File: src/rtl/ps2_kbd_queue.sv
// ps2_kbd_queue: PS/2 set-2 scancode prefix decoder feeding a
// first-word-fall-through event FIFO.
// Each event is {ext, brk, code[7:0]}; E0/F0 prefixes fold into the flag bits.
// Optional build macro: PS2_KBD_PAUSE_EN collapses the 8-byte Pause sequence
// (E1 14 77 E1 F0 14 F0 77) into a single event 10'h277. Without it, E1 is
// dropped and the remaining Pause bytes decode as ordinary keys.
module ps2_kbd_queue #(
   parameter int DEPTH_LOG2 = 4
) (
   input  logic                  clk,
   input  logic                  reset_ni,
   input  logic [7:0]            ps2_code_i,
   input  logic                  ps2_strobe_i,
   input  logic                  ps2_err_i,
   input  logic                  rd_i,
   output logic [9:0]            data_o,
   output logic                  valid_o,
   output logic [DEPTH_LOG2:0]   count_o,
   output logic                  overflow_o,
   input  logic                  clr_ovf_i,
   output logic [7:0]            err_cnt_o
);

   localparam int DEPTH = 1 << DEPTH_LOG2;
   localparam logic [DEPTH_LOG2:0]   FULL_CNT = (DEPTH_LOG2 + 1)'(DEPTH);
   localparam logic [DEPTH_LOG2:0]   CNT_ONE  = (DEPTH_LOG2 + 1)'(1);
   localparam logic [DEPTH_LOG2-1:0] PTR_ONE  = DEPTH_LOG2'(1);

   localparam logic [2:0] ST_IDLE    = 3'd0;
   localparam logic [2:0] ST_EXT     = 3'd1;
   localparam logic [2:0] ST_BRK     = 3'd2;
   localparam logic [2:0] ST_EXT_BRK = 3'd3;
`ifdef PS2_KBD_PAUSE_EN
   localparam logic [2:0] ST_PAUSE   = 3'd4;
`endif

   // Prefix state and error-edge detection
   logic [2:0] state_q, state_d;
   logic       err_dly_q, err_dly_d;
   logic       err_evt_s;
`ifdef PS2_KBD_PAUSE_EN
   logic [2:0] skip_q, skip_d;
`endif

   // Decoder outputs for an ordinary (non-pause) byte
   logic       ext_s, brk_s;
   logic [2:0] dec_state_s;
   logic       dec_push_s;

   // Event to be pushed this cycle
   logic       push_s;
   logic [9:0] push_data_s;

   // FIFO state
   logic [9:0]            mem_q [DEPTH];
   logic [DEPTH_LOG2-1:0] wr_ptr_q, wr_ptr_d;
   logic [DEPTH_LOG2-1:0] rd_ptr_q, rd_ptr_d;
   logic [DEPTH_LOG2:0]   count_q, count_d;
   logic                  valid_q, valid_d;
   logic                  ovf_q, ovf_d;
   logic [7:0]            err_cnt_q, err_cnt_d;
   logic                  pop_s, full_s, wr_en_s, ovf_set_s;

   // Error event is the rising edge of the error input
   always_comb begin
      err_dly_d = ps2_err_i;
      err_evt_s = ps2_err_i & ~err_dly_q;
   end

   // Decode one byte against the current prefix flags
   always_comb begin
      ext_s       = (state_q == ST_EXT) || (state_q == ST_EXT_BRK);
      brk_s       = (state_q == ST_BRK) || (state_q == ST_EXT_BRK);
      dec_state_s = ST_IDLE;
      dec_push_s  = 1'b0;
      case (ps2_code_i)
         8'hE0: dec_state_s = brk_s ? ST_EXT_BRK : ST_EXT;
         8'hF0: dec_state_s = ext_s ? ST_EXT_BRK : ST_BRK;
         default: begin
            dec_state_s = ST_IDLE;
            dec_push_s  = 1'b1;
         end
      endcase
   end

   // Prefix FSM: advances only on a strobe not discarded by an error edge
   always_comb begin
      state_d     = state_q;
      push_s      = 1'b0;
      push_data_s = {ext_s, brk_s, ps2_code_i};
`ifdef PS2_KBD_PAUSE_EN
      skip_d      = skip_q;
`endif
      if (err_evt_s) begin
         state_d = ST_IDLE;
`ifdef PS2_KBD_PAUSE_EN
         skip_d  = 3'd0;
`endif
      end else if (ps2_strobe_i) begin
`ifdef PS2_KBD_PAUSE_EN
         if (state_q == ST_PAUSE) begin
            // Remaining Pause bytes are counted, not decoded
            if (skip_q == 3'd1) begin
               push_s      = 1'b1;
               push_data_s = 10'h277;
               state_d     = ST_IDLE;
               skip_d      = 3'd0;
            end else begin
               skip_d      = skip_q - 3'd1;
            end
         end else if (ps2_code_i == 8'hE1) begin
            state_d = ST_PAUSE;
            skip_d  = 3'd7;
         end else begin
            state_d = dec_state_s;
            push_s  = dec_push_s;
         end
`else
         if (ps2_code_i == 8'hE1) begin
            state_d = state_q;
         end else begin
            state_d = dec_state_s;
            push_s  = dec_push_s;
         end
`endif
      end else begin
         state_d = state_q;
      end
   end

   // FIFO control: pop/push arbitration, count, overflow and error counter
   always_comb begin
      pop_s     = rd_i && (count_q != '0);
      full_s    = (count_q == FULL_CNT);
      wr_en_s   = push_s && (!full_s || pop_s);
      ovf_set_s = push_s && full_s && !pop_s;

      wr_ptr_d  = wr_en_s ? (wr_ptr_q + PTR_ONE) : wr_ptr_q;
      rd_ptr_d  = pop_s   ? (rd_ptr_q + PTR_ONE) : rd_ptr_q;

      case ({wr_en_s, pop_s})
         2'b10:   count_d = count_q + CNT_ONE;
         2'b01:   count_d = count_q - CNT_ONE;
         default: count_d = count_q;
      endcase
      valid_d = (count_d != '0);

      if (ovf_set_s) begin
         ovf_d = 1'b1;
      end else if (clr_ovf_i) begin
         ovf_d = 1'b0;
      end else begin
         ovf_d = ovf_q;
      end

      if (err_evt_s && (err_cnt_q != 8'hFF)) begin
         err_cnt_d = err_cnt_q + 8'd1;
      end else begin
         err_cnt_d = err_cnt_q;
      end
   end

   // State registers with asynchronous reset
   always_ff @(posedge clk or negedge reset_ni) begin
      if (!reset_ni) begin
         state_q   <= ST_IDLE;
         err_dly_q <= 1'b0;
         wr_ptr_q  <= '0;
         rd_ptr_q  <= '0;
         count_q   <= '0;
         valid_q   <= 1'b0;
         ovf_q     <= 1'b0;
         err_cnt_q <= 8'd0;
      end else begin
         state_q   <= state_d;
         err_dly_q <= err_dly_d;
         wr_ptr_q  <= wr_ptr_d;
         rd_ptr_q  <= rd_ptr_d;
         count_q   <= count_d;
         valid_q   <= valid_d;
         ovf_q     <= ovf_d;
         err_cnt_q <= err_cnt_d;
      end
   end

`ifdef PS2_KBD_PAUSE_EN
   // Pause skip counter
   always_ff @(posedge clk or negedge reset_ni) begin
      if (!reset_ni) begin
         skip_q <= 3'd0;
      end else begin
         skip_q <= skip_d;
      end
   end
`endif

   // Event storage; contents need no reset since count gates visibility
   always_ff @(posedge clk) begin
      if (wr_en_s) begin
         mem_q[wr_ptr_q] <= push_data_s;
      end
   end

   assign data_o     = mem_q[rd_ptr_q];
   assign valid_o    = valid_q;
   assign count_o    = count_q;
   assign overflow_o = ovf_q;
   assign err_cnt_o  = err_cnt_q;

endmodule

File: config.mk
export PLATFORM = sky130hd
export DESIGN_NAME = ps2_kbd_queue
export DESIGN_NICKNAME = d
export VERILOG_FILES = /design/src/rtl/ps2_kbd_queue.sv
export SDC_FILE = /design/constraint.sdc
export NUM_CORES = 1
export LEC_CHECK = 0
export CAP_MARGIN = 5
export CORE_MARGIN = 2
export CORE_UTILIZATION = 30
export CTS_BUF_LIST = sky130_fd_sc_hd__clkbuf_2
export DETAILED_ROUTE_END_ITERATION = 10
export GPL_ROUTABILITY_DRIVEN = 1
export PLACE_DENSITY_LB_ADDON = 0.12
export SLEW_MARGIN = 10
export SYNTH_ARGS = -nofsm -noshare
export SYNTH_HDL_FRONTEND = slang
export SYNTH_SLANG_ARGS = --single-unit
File: constraint.sdc
create_clock -name clk -period 4.4 [get_ports clk]
set_clock_uncertainty 0.15 [all_clocks]
set_input_delay 1.1 -clock clk [delete_from_list [all_inputs] [get_ports clk]]
set_output_delay 1.1 -clock clk [all_outputs]
set_load 0.01 [all_outputs]
==> impl_metrics.toml, run 1 <==
[outcome]
status = "complete, no violations"

[cells_and_area]
drive_gt1_frac = 0.2975
post-route-util = 0.3596
layout.nets = 495
multiInputGateArea_sq_um = 2007
fill_cells = 2391
area_growth_pct = 18.87
final_cell_mix = "160 x edfxtp_1, 50 x mux4_2, 41 x buf_4, 30 x clkdlybuf4s50_1, 24 x dfrtp_1"
seq_area_sq_um = 5463
final_common_cell = "edfxtp_1"

[global_route]
track_usage = 0.1408
grt_pass1_wl_mm = 26.47
grt_max_degree = 29
antenna_found_initial = 2
overflow = 0
grt_pass1_vias = 4219

[timing]
finalSetupViolCount = 0
fin_crit_ps = 4215
worst_pin_slew_ps = 746.3
slew_headroom = 0.5024
fin_crit_sh = 0.9579
hold_viol = 0
maxSlewViolCount = 0
clock.fmax_mhz = 237.3
holdWs_ps = 370.2
rsz0062_at_grt = "false"

[worst_setup_path]
required_ps = 3150
crit_buf_inv = 2
path_class = "reg -> out"
critPathLaunchType = "flop"
r2r-start = "count_o[0]"
crit_slowest_cell = "dfrtp_4"
endpoint = "data_o[0]"
critical_path.startpoint = "rd_ptr_q[0]"
crit_top_cell = "mux4_2"
critPathTopFamily = "multiplexers"
critical_path_arrival_ps = 2960
max_stage_delay_ps = 560
worst-path-stages = 4
cp_cell_sequence = "buf_4 > mux4_2 > mux4_2 > clkdlybuf4s50_1"
end_kind = "primary output"
r2r_cells = 10
reg2reg_setup_slack_ps = 770
timing.rr.end = "valid_o"
worstPathMaxFanout = 5

[yosys]
synth_cell_types = 43
async_flop_share = 0.1398
yosysSeqAreaShare = 0.7223
ys_ff_latch = 186
synth_edf_count = 160
synth_cells = 387
yosys_warnings = 0
synth_area_sq_um = 7552
syn_area_per_cell_sq_um = 19.51
synth_flop_cell = "edfxtp_1"
synth.net_count = 411

[job]
maxCapViolCount = 0

[floorplanning]
dieArea_sq_um = 26460
die_h_microns = 162.7
fp-row-count = 58
initial_core_util = 0.3025
io_pins = 39
fp.dieW_microns = 162.7
coreArea_sq_um = 24960

[power_and_ir_drop]
p_clk_frac = 0.171
ir_worst_vdd_mv = 0.2179
p_int_w = 0.003345
seqPwrFrac = 0.462
net-switching-power_w = 0.001736
combPwrFrac = 0.367
sw_frac_of_total = 0.3416
leakage_nw = 3.086
power_density_nw_per_um2 = 566.0

[detailed_routing]
met2WireLength_mm = 8.449
antenna_left = 0
wl_met3_microns = 637
vias = 3832
drtIter0Drc = 285
drc = 0
wl_per_cell_microns = 21.25
dr.pass1.iters = 4
met1Wirelength_mm = 8.072
routed_wl_mm = 17.34
top_layer_used = "met4"
viasPerCell = 4.696

[clocking]
root_buffer = "clkbuf_2"
clkLatencyLatePin_ps = 730
cts_made_buffers = 17
cts_tree = "yes"
cts.sinks = 186
cts_buffer_depth = 2
htree_levels = 4
clk_pin_slew_worst_paths_ps = 270

[placed_design]
dp_hpwl_mm = 11.18
finalWeightedCongestion = 0.7552
port_buffers = 38

[min_path]
min-delay-path-class = "reg -> reg"
cell type report:
| type | count | share of cell area |
|---|---|---|
| antenna | 2 | 0.0005575 |
| clock buffer | 17 | 0.009477 |
| clock inverter | 15 | 0.01840 |
| inverter | 6 | 0.002509 |
| multi-input combinational | 175 | 0.2236 |
| sequential | 186 | 0.6085 |
| tap | 330 | 0.04599 |
| timing repair buffer | 85 | 0.09101 |
timing repair:
action | 4_1_cts | 5_1_grt
hold buffers | 0 | 0
setup endpoints to repair | 10 | 7
setup buffers | 3 | 4
gates resized for setup | 5 | 5
worst register-to-register path, cell delays in order, from the launching register on:
cell and delay [ps]:
dfrtp_1 560, or4_1 740, o21ai_2 350, nor2b_1 120, buf_4 170, fa_1 380, a21o_1 190, a21oi_1 190
mux2_2 360, o211ai_1 210, o221ai_2 130
kinds of logic after synthesis:
logic type      synth area share
flops                     0.7223
simple gates             0.04556
mux                       0.1576
buf+inv                  0.01458
compound gates           0.02270
xor+xnor                 0.01971
fa+ha+maj                0.01756
layer usage:
| metal | global-route usage | vias up |
|---|---|---|
| li1 | - | 1717 |
| met1 | 0.1895 | 2037 |
| met2 | 0.2325 | 67 |
| met3 | 0.03259 | 11 |
| met4 | 0.03459 | 0 |
| met5 | 0 | - |
power groups by stage:
stage | Sequential (W) | Combinational (W) | Clock [W]
after CTS | 0.00236 | 0.00189 | 0.000906
after floorplan | 0.00227 | 0.00116 | 0
after global placement | 0.00241 | 0.00186 | 0
after global routing | 0.00238 | 0.00202 | 0.000970
final | 0.00235 | 0.00186 | 0.000869
after detailed placement | 0.00241 | 0.00186 | 0
cell usage after synthesis, drive strengths merged, types with 3 or more instances:
cell | instances | share of area
nor2b | 4 | 0.0033
nor2 | 21 | 0.010
mux2 | 5 | 0.0084
a21oi | 5 | 0.0033
nand2 | 18 | 0.0089
inv | 6 | 0.0030
nand4 | 5 | 0.0041
nand3 | 3 | 0.0020
ha | 9 | 0.015
buf | 9 | 0.0061
dfrtp | 26 | 0.086
mux4 | 50 | 0.15
o21ai | 6 | 0.0045
clkbuf | 11 | 0.0055
xor2 | 7 | 0.0081
nand2b | 5 | 0.0041
xnor2 | 10 | 0.012
nor3 | 6 | 0.0040
edfxtp | 160 | 0.64
per-stage QoR:
step           cells  power, W  worst slack [ps]  area, sq um  TNS [ps]
2_1_floorplan    387  0.003422             158.0         7552         0
3_3_place_gp     775  0.004262            -6.903         8656    -6.903
3_5_place_dp     775  0.004270            -72.57         8656    -126.1
4_1_cts          810  0.005157            0.7290         8930         0
5_1_grt          816  0.005378             4.852         8977         0
6_report         816  0.005081             185.3         8977         0
worst min-delay path by stage:
stage,from,endpoint,slack [ps],cells after the start
finish,err_cnt_o[7],err_cnt_o[7],370,1
global route,err_cnt_o[7],err_cnt_o[7],380,1
floorplan,state_q[1],state_q[1],350,2
CTS,err_cnt_o[7],err_cnt_o[7],370,1
detailed placement,err_cnt_o[7],err_cnt_o[7],330,1
global placement,err_cnt_o[7],err_cnt_o[7],330,1
flip-flops by register name, indices dropped and copies added, names as in the netlist:
signal and cells:
count_o 5, err_cnt_o 8, err_dly_q 1, mem_q 160
overflow_o 1, rd_ptr_q 4, state_q 2, valid_o 1
wr_ptr_q 4
(Power assumes the default switching activity.)
==> inputs of run 2 (changes only) <==
--- a/config.mk
+++ b/config.mk
@@ -9,9 +9,11 @@
 export CORE_MARGIN = 2
 export CORE_UTILIZATION = 30
 export CTS_BUF_LIST = sky130_fd_sc_hd__clkbuf_2
+export CTS_CLUSTER_DIAMETER = 60
 export DETAILED_ROUTE_END_ITERATION = 10
 export GPL_ROUTABILITY_DRIVEN = 1
 export PLACE_DENSITY_LB_ADDON = 0.12
+export SETUP_SLACK_MARGIN = 0.05
 export SLEW_MARGIN = 10
 export SYNTH_ARGS = -nofsm -noshare
 export SYNTH_HDL_FRONTEND = slang
==> run 2 against run 1 <==
Core utilization increased by 0.11 points; die area unchanged; flip-flop and latch count unchanged; largest cell class unchanged.
==> impl_metrics.toml, run 2 (synthesis gave the netlist of run 1 again) <==
[outcome]
status = "complete, no violations"

[power_and_ir_drop]
sw_frac_of_total = 0.3409
combPwrFrac = 0.370
power_density_nw_per_um2 = 566.2
total_power_w = 0.005098
p_clk_frac = 0.170
seqPwrFrac = 0.459
leakage_nw = 3.089
net-switching-power_w = 0.001738
p_int_w = 0.003360
ir_worst_vdd_mv = 0.2179

[floorplanning]
fp-row-count = 58
io_pins = 39
coreArea_sq_um = 24960
initial_core_util = 0.3025
die_h_microns = 162.7
fp.dieW_microns = 162.7
dieArea_sq_um = 26460

[detailed_routing]
viasPerCell = 4.694
drtIter0Drc = 238
antenna_left = 0
wl_per_cell_microns = 21.21
vias = 3844
routed_wl_mm = 17.37
drc = 0
dr.pass1.iters = 4

[clocking]
root_buffer = "clkbuf_2"
clk_pin_slew_worst_paths_ps = 270
cts.sinks = 186
clkLatencyLatePin_ps = 730
cts_buffer_depth = 2
cts_made_buffers = 17
cts_tree = "yes"
htree_levels = 4

[timing]
hold_viol = 0
rsz0062_at_grt = "false"
fin_crit_ps = 4172
fin_crit_sh = 0.9482
slew_headroom = 0.5172
clock.fmax_mhz = 239.7
finalSetupViolCount = 0
worst_pin_slew_ps = 724.2
maxSlewViolCount = 0

[cells_and_area]
layout.nets = 498
area_growth_pct = 19.22
post-route-util = 0.3607
fin_area_sq_um = 9004
drive_gt1_frac = 0.3018
final_cell_mix = "160 x edfxtp_1, 50 x mux4_2, 43 x buf_4, 29 x clkdlybuf4s50_1, 24 x dfrtp_1"
instances_no_fill = 819
largest_reg_flops = 160
largest_register = "mem_q"
final_common_cell = "edfxtp_1"

[placed_design]
dpl_cell_area_sq_um = 8656
port_buffers = 38
dp_hpwl_mm = 11.18
placed_cells = 775
finalWeightedCongestion = 0.7552

[global_route]
grt_pass1_vias = 4220
track_usage = 0.1407
antenna_found_initial = 2
grt_pass1_wl_mm = 26.46
overflow = 0
grt_max_degree = 29

[worst_setup_path]
worstPathMaxFanout = 28
critical_path_arrival_ps = 2920
critPathLaunchType = "flop"
end_kind = "primary output"
required_ps = 3150
path_class = "reg -> out"
r2r_cells = 10

[min_path]
min-delay-path-class = "reg -> reg"
min_path_cells = 1

[job]
maxCapViolCount = 0
[run 2: cell count changes in the layout (fill, tap and decap cells not counted), sizes merged]
cell / before / now
buf: 47 / 50
dlygate4sd2: 3 / 6
dlymetal6s2s: 5 / 3
clkdlybuf4s50: 30 / 29
[run 2: area by class of cell]
class	instances	area (sq um)
Fill cell	2388	15960
Sequential cell	186	5463
Multi-Input combinational cell	175	2007
Timing Repair Buffer	88	843.3
Tap cell	330	412.9
Clock inverter	15	165.2
Clock buffer	17	85.08
Inverter	6	22.52
Antenna cell	2	5.005
[run 2: timing repair]
item,CTS,global route
setup endpoints to repair,10,4
hold buffers,0,0
resized for setup,8,3
hold endpoints to repair,0,0
pin swaps,0,0
setup buffers,4,6
[run 2: per-layer routing]
metal  wire, microns  up-vias  GRT usage
li1                -     1725          -
met2            8432       81     0.2325
met1            8138     2029     0.1895
met3             630        9    0.03234
met4             169        0    0.03459
met5               0        -          0
[run 2: metrics by stage]
step	worst slack, ps	TNS (ps)	hold slack [ps]
after floorplan	158.0	0	345.5
after global placement	-6.903	-6.903	333.2
after detailed placement	-72.57	-126.1	333.0
after CTS	1.943	0	369.7
after global routing	54.36	0	379.0
final	227.8	0	369.0
[run 2: final timing paths]
path / start / to / slack, ps
setup / recovery: rd_ptr_q[1] / data_o[2] / 230
hold / removal: err_cnt_o[7] / err_cnt_o[7] / 370
setup reg to reg: count_o[0] / valid_o / 770
hold reg to reg: err_cnt_o[7] / err_cnt_o[7] / 370
max in group asynchronous: reset_ni / rd_ptr_q[1] / 3240
min in group asynchronous: reset_ni / wr_ptr_q[2] / 540
[run 2: power by group through the flow]
stage          clock network [W]  logic, W  registers [W]
2_1_floorplan                  0   0.00116        0.00227
5_1_grt                 0.000970   0.00205        0.00238
4_1_cts                 0.000906   0.00190        0.00235
6_report                0.000868   0.00189        0.00234
3_3_place_gp                   0   0.00186        0.00241
3_5_place_dp                   0   0.00186        0.00241
[run 2: worst max-delay path: stages (launching register included)]
cell,delay (ps)
dfrtp_4,650
buf_12,260
mux4_2,340
mux4_2,470
clkdlybuf4s50_1,490
==> inputs of run 3 (changes only) <==
--- a/config.mk
+++ b/config.mk
@@ -6,12 +6,12 @@
 export NUM_CORES = 1
 export LEC_CHECK = 0
 export CAP_MARGIN = 5
-export CORE_MARGIN = 2
 export CORE_UTILIZATION = 30
 export CTS_BUF_LIST = sky130_fd_sc_hd__clkbuf_2
 export CTS_CLUSTER_DIAMETER = 60
 export DETAILED_ROUTE_END_ITERATION = 10
 export GPL_ROUTABILITY_DRIVEN = 1
+export MAX_ROUTING_LAYER = met4
 export PLACE_DENSITY_LB_ADDON = 0.12
 export SETUP_SLACK_MARGIN = 0.05
 export SLEW_MARGIN = 10
==> run 3 against run 2 <==
Power fell by 2.1%; global-route usage increased by 0.82 points; via count shrank 0.68%; highest routed layer unchanged; combinational power down 3%.
==> impl_metrics.toml, run 3 (synthesis gave the netlist of run 1 again) <==
[outcome]
status = "complete, no violations"

[worst_setup_path]
r2r-start = "count_o[0]"
end_kind = "primary output"
required_ps = 3150
reg2reg_setup_slack_ps = 770
critPathLaunchType = "flop"
worstPathMaxFanout = 21
r2r_cells = 11
path_class = "reg -> out"
critical_path_arrival_ps = 2850
timing.rr.end = "count_o[4]"

[global_route]
antenna_found_initial = 0
grt_pass1_wl_mm = 26.42
grt_pass1_vias = 4090
track_usage = 0.1489
overflow = 0
grt_max_degree = 27

[clocking]
clk_pin_slew_worst_paths_ps = 260
htree_levels = 4
cts.sinks = 186
cts_made_buffers = 17
ctsHoldBuffers = 0
cts_buffer_depth = 2
cts_tree = "yes"
clkLatencyLatePin_ps = 720
root_buffer = "clkbuf_2"

[timing]
maxSlewViolCount = 0
hold_viol = 0
fin_crit_ps = 4105
clock.fmax_mhz = 243.6
fin_crit_sh = 0.9329
fin_tns_setup_ps = 0
slew_headroom = 0.3871
finalSetupViolCount = 0
rsz0062_at_grt = "false"
worst_pin_slew_ps = 914.4

[detailed_routing]
wl_per_cell_microns = 21.61
routed_wl_mm = 17.40
viasPerCell = 4.743
vias = 3818
antenna_left = 0
dr.pass1.iters = 6
drc = 0
drtIter0Drc = 229

[cells_and_area]
largest_register = "mem_q"
multiInputGateArea_sq_um = 2007
drive_gt1_frac = 0.2911
largest_reg_flops = 160
final_common_cell = "edfxtp_1"
fill_cells = 2324
area_growth_pct = 18.12
diodes = 0
final_cell_mix = "160 x edfxtp_1, 50 x mux4_2, 36 x buf_4, 28 x clkdlybuf4s50_1, 24 x dfrtp_1"
seq_area_sq_um = 5460
post-route-util = 0.3636
layout.nets = 492

[placed_design]
dp_hpwl_mm = 11.23
finalWeightedCongestion = 0.7538
port_buffers = 38

[power_and_ir_drop]
leakage_nw = 3.031
ir_worst_vdd_mv = 0.2359
power_density_nw_per_um2 = 559.3

[floorplanning]
fp.dieW_microns = 160.7
dieArea_sq_um = 25810
coreArea_sq_um = 24530
die_h_microns = 160.7
fp-row-count = 57
initial_core_util = 0.3078
io_pins = 39

[min_path]
hold_start = "err_cnt_o[6]"
min_path_cells = 1
hold_end = "err_cnt_o[6]"
min-delay-path-class = "reg -> reg"

[job]
maxCapViolCount = 0
run 3: metrics by stage:
stage	hold slack [ps]	power, W	instances	area (sq um)	worst slack [ps]
after floorplan	345.5	0.003422	387	7552	158.0
after global placement	349.2	0.004221	770	8643	-81.88
after detailed placement	350.6	0.004239	770	8643	-133.5
after CTS	387.1	0.005087	805	8921	178.0
after global routing	412.4	0.005290	805	8921	66.58
final	384.6	0.004989	805	8921	295.4
run 3: critical path: stages (launching register included):
cell and delay, ps:
dfrtp_2 490, buf_12 130, buf_16 200, mux4_2 520
mux4_2 480, dlygate4sd2_1 310
run 3: layout make-up:
cell class / count / share of cell area
multi-input combinational: 175 / 0.2250
clock inverter: 14 / 0.01473
clock buffer: 18 / 0.01010
tap: 324 / 0.04544
sequential: 186 / 0.6121
inverter: 6 / 0.002525
timing repair buffer: 82 / 0.09018
run 3: where the power goes:
| part | switching (W) | leakage, nW | total, W | internal (W) |
|---|---|---|---|---|
| clock | 0.000642 | 0.129 | 0.000817 | 0.000175 |
| combinational | 0.000834 | 1.10 | 0.00183 | 0.000997 |
| sequential | 0.000230 | 1.80 | 0.00234 | 0.00211 |
run 3: timing repair:
action	CTS	global route
resized for setup	13	0
setup endpoints to repair	10	0
setup buffers	2	0
run 3: per-layer routing:
metal  track usage  vias to the layer above  routed length, microns
li1              -                     1707                       -
met1        0.1978                     2036                    8376
met2        0.2357                       69                    8406
met3       0.03202                        6                     513
met4       0.03030                        0                      99
met5             -                        -                       0
run 3: worst max-delay path by stage:
stage	from	end	slack, ps	depth (start not counted)
4_1_cts	rd_ptr_q[0]	data_o[4]	180	4
6_report	rd_ptr_q[0]	data_o[6]	300	5
3_5_place_dp	ps2_code_i[5]	count_o[4]	-130	11
5_1_grt	rd_ptr_q[0]	data_o[6]	70	5
3_3_place_gp	ps2_code_i[5]	count_o[4]	-80	11
2_1_floorplan	ps2_code_i[1]	valid_o	160	10
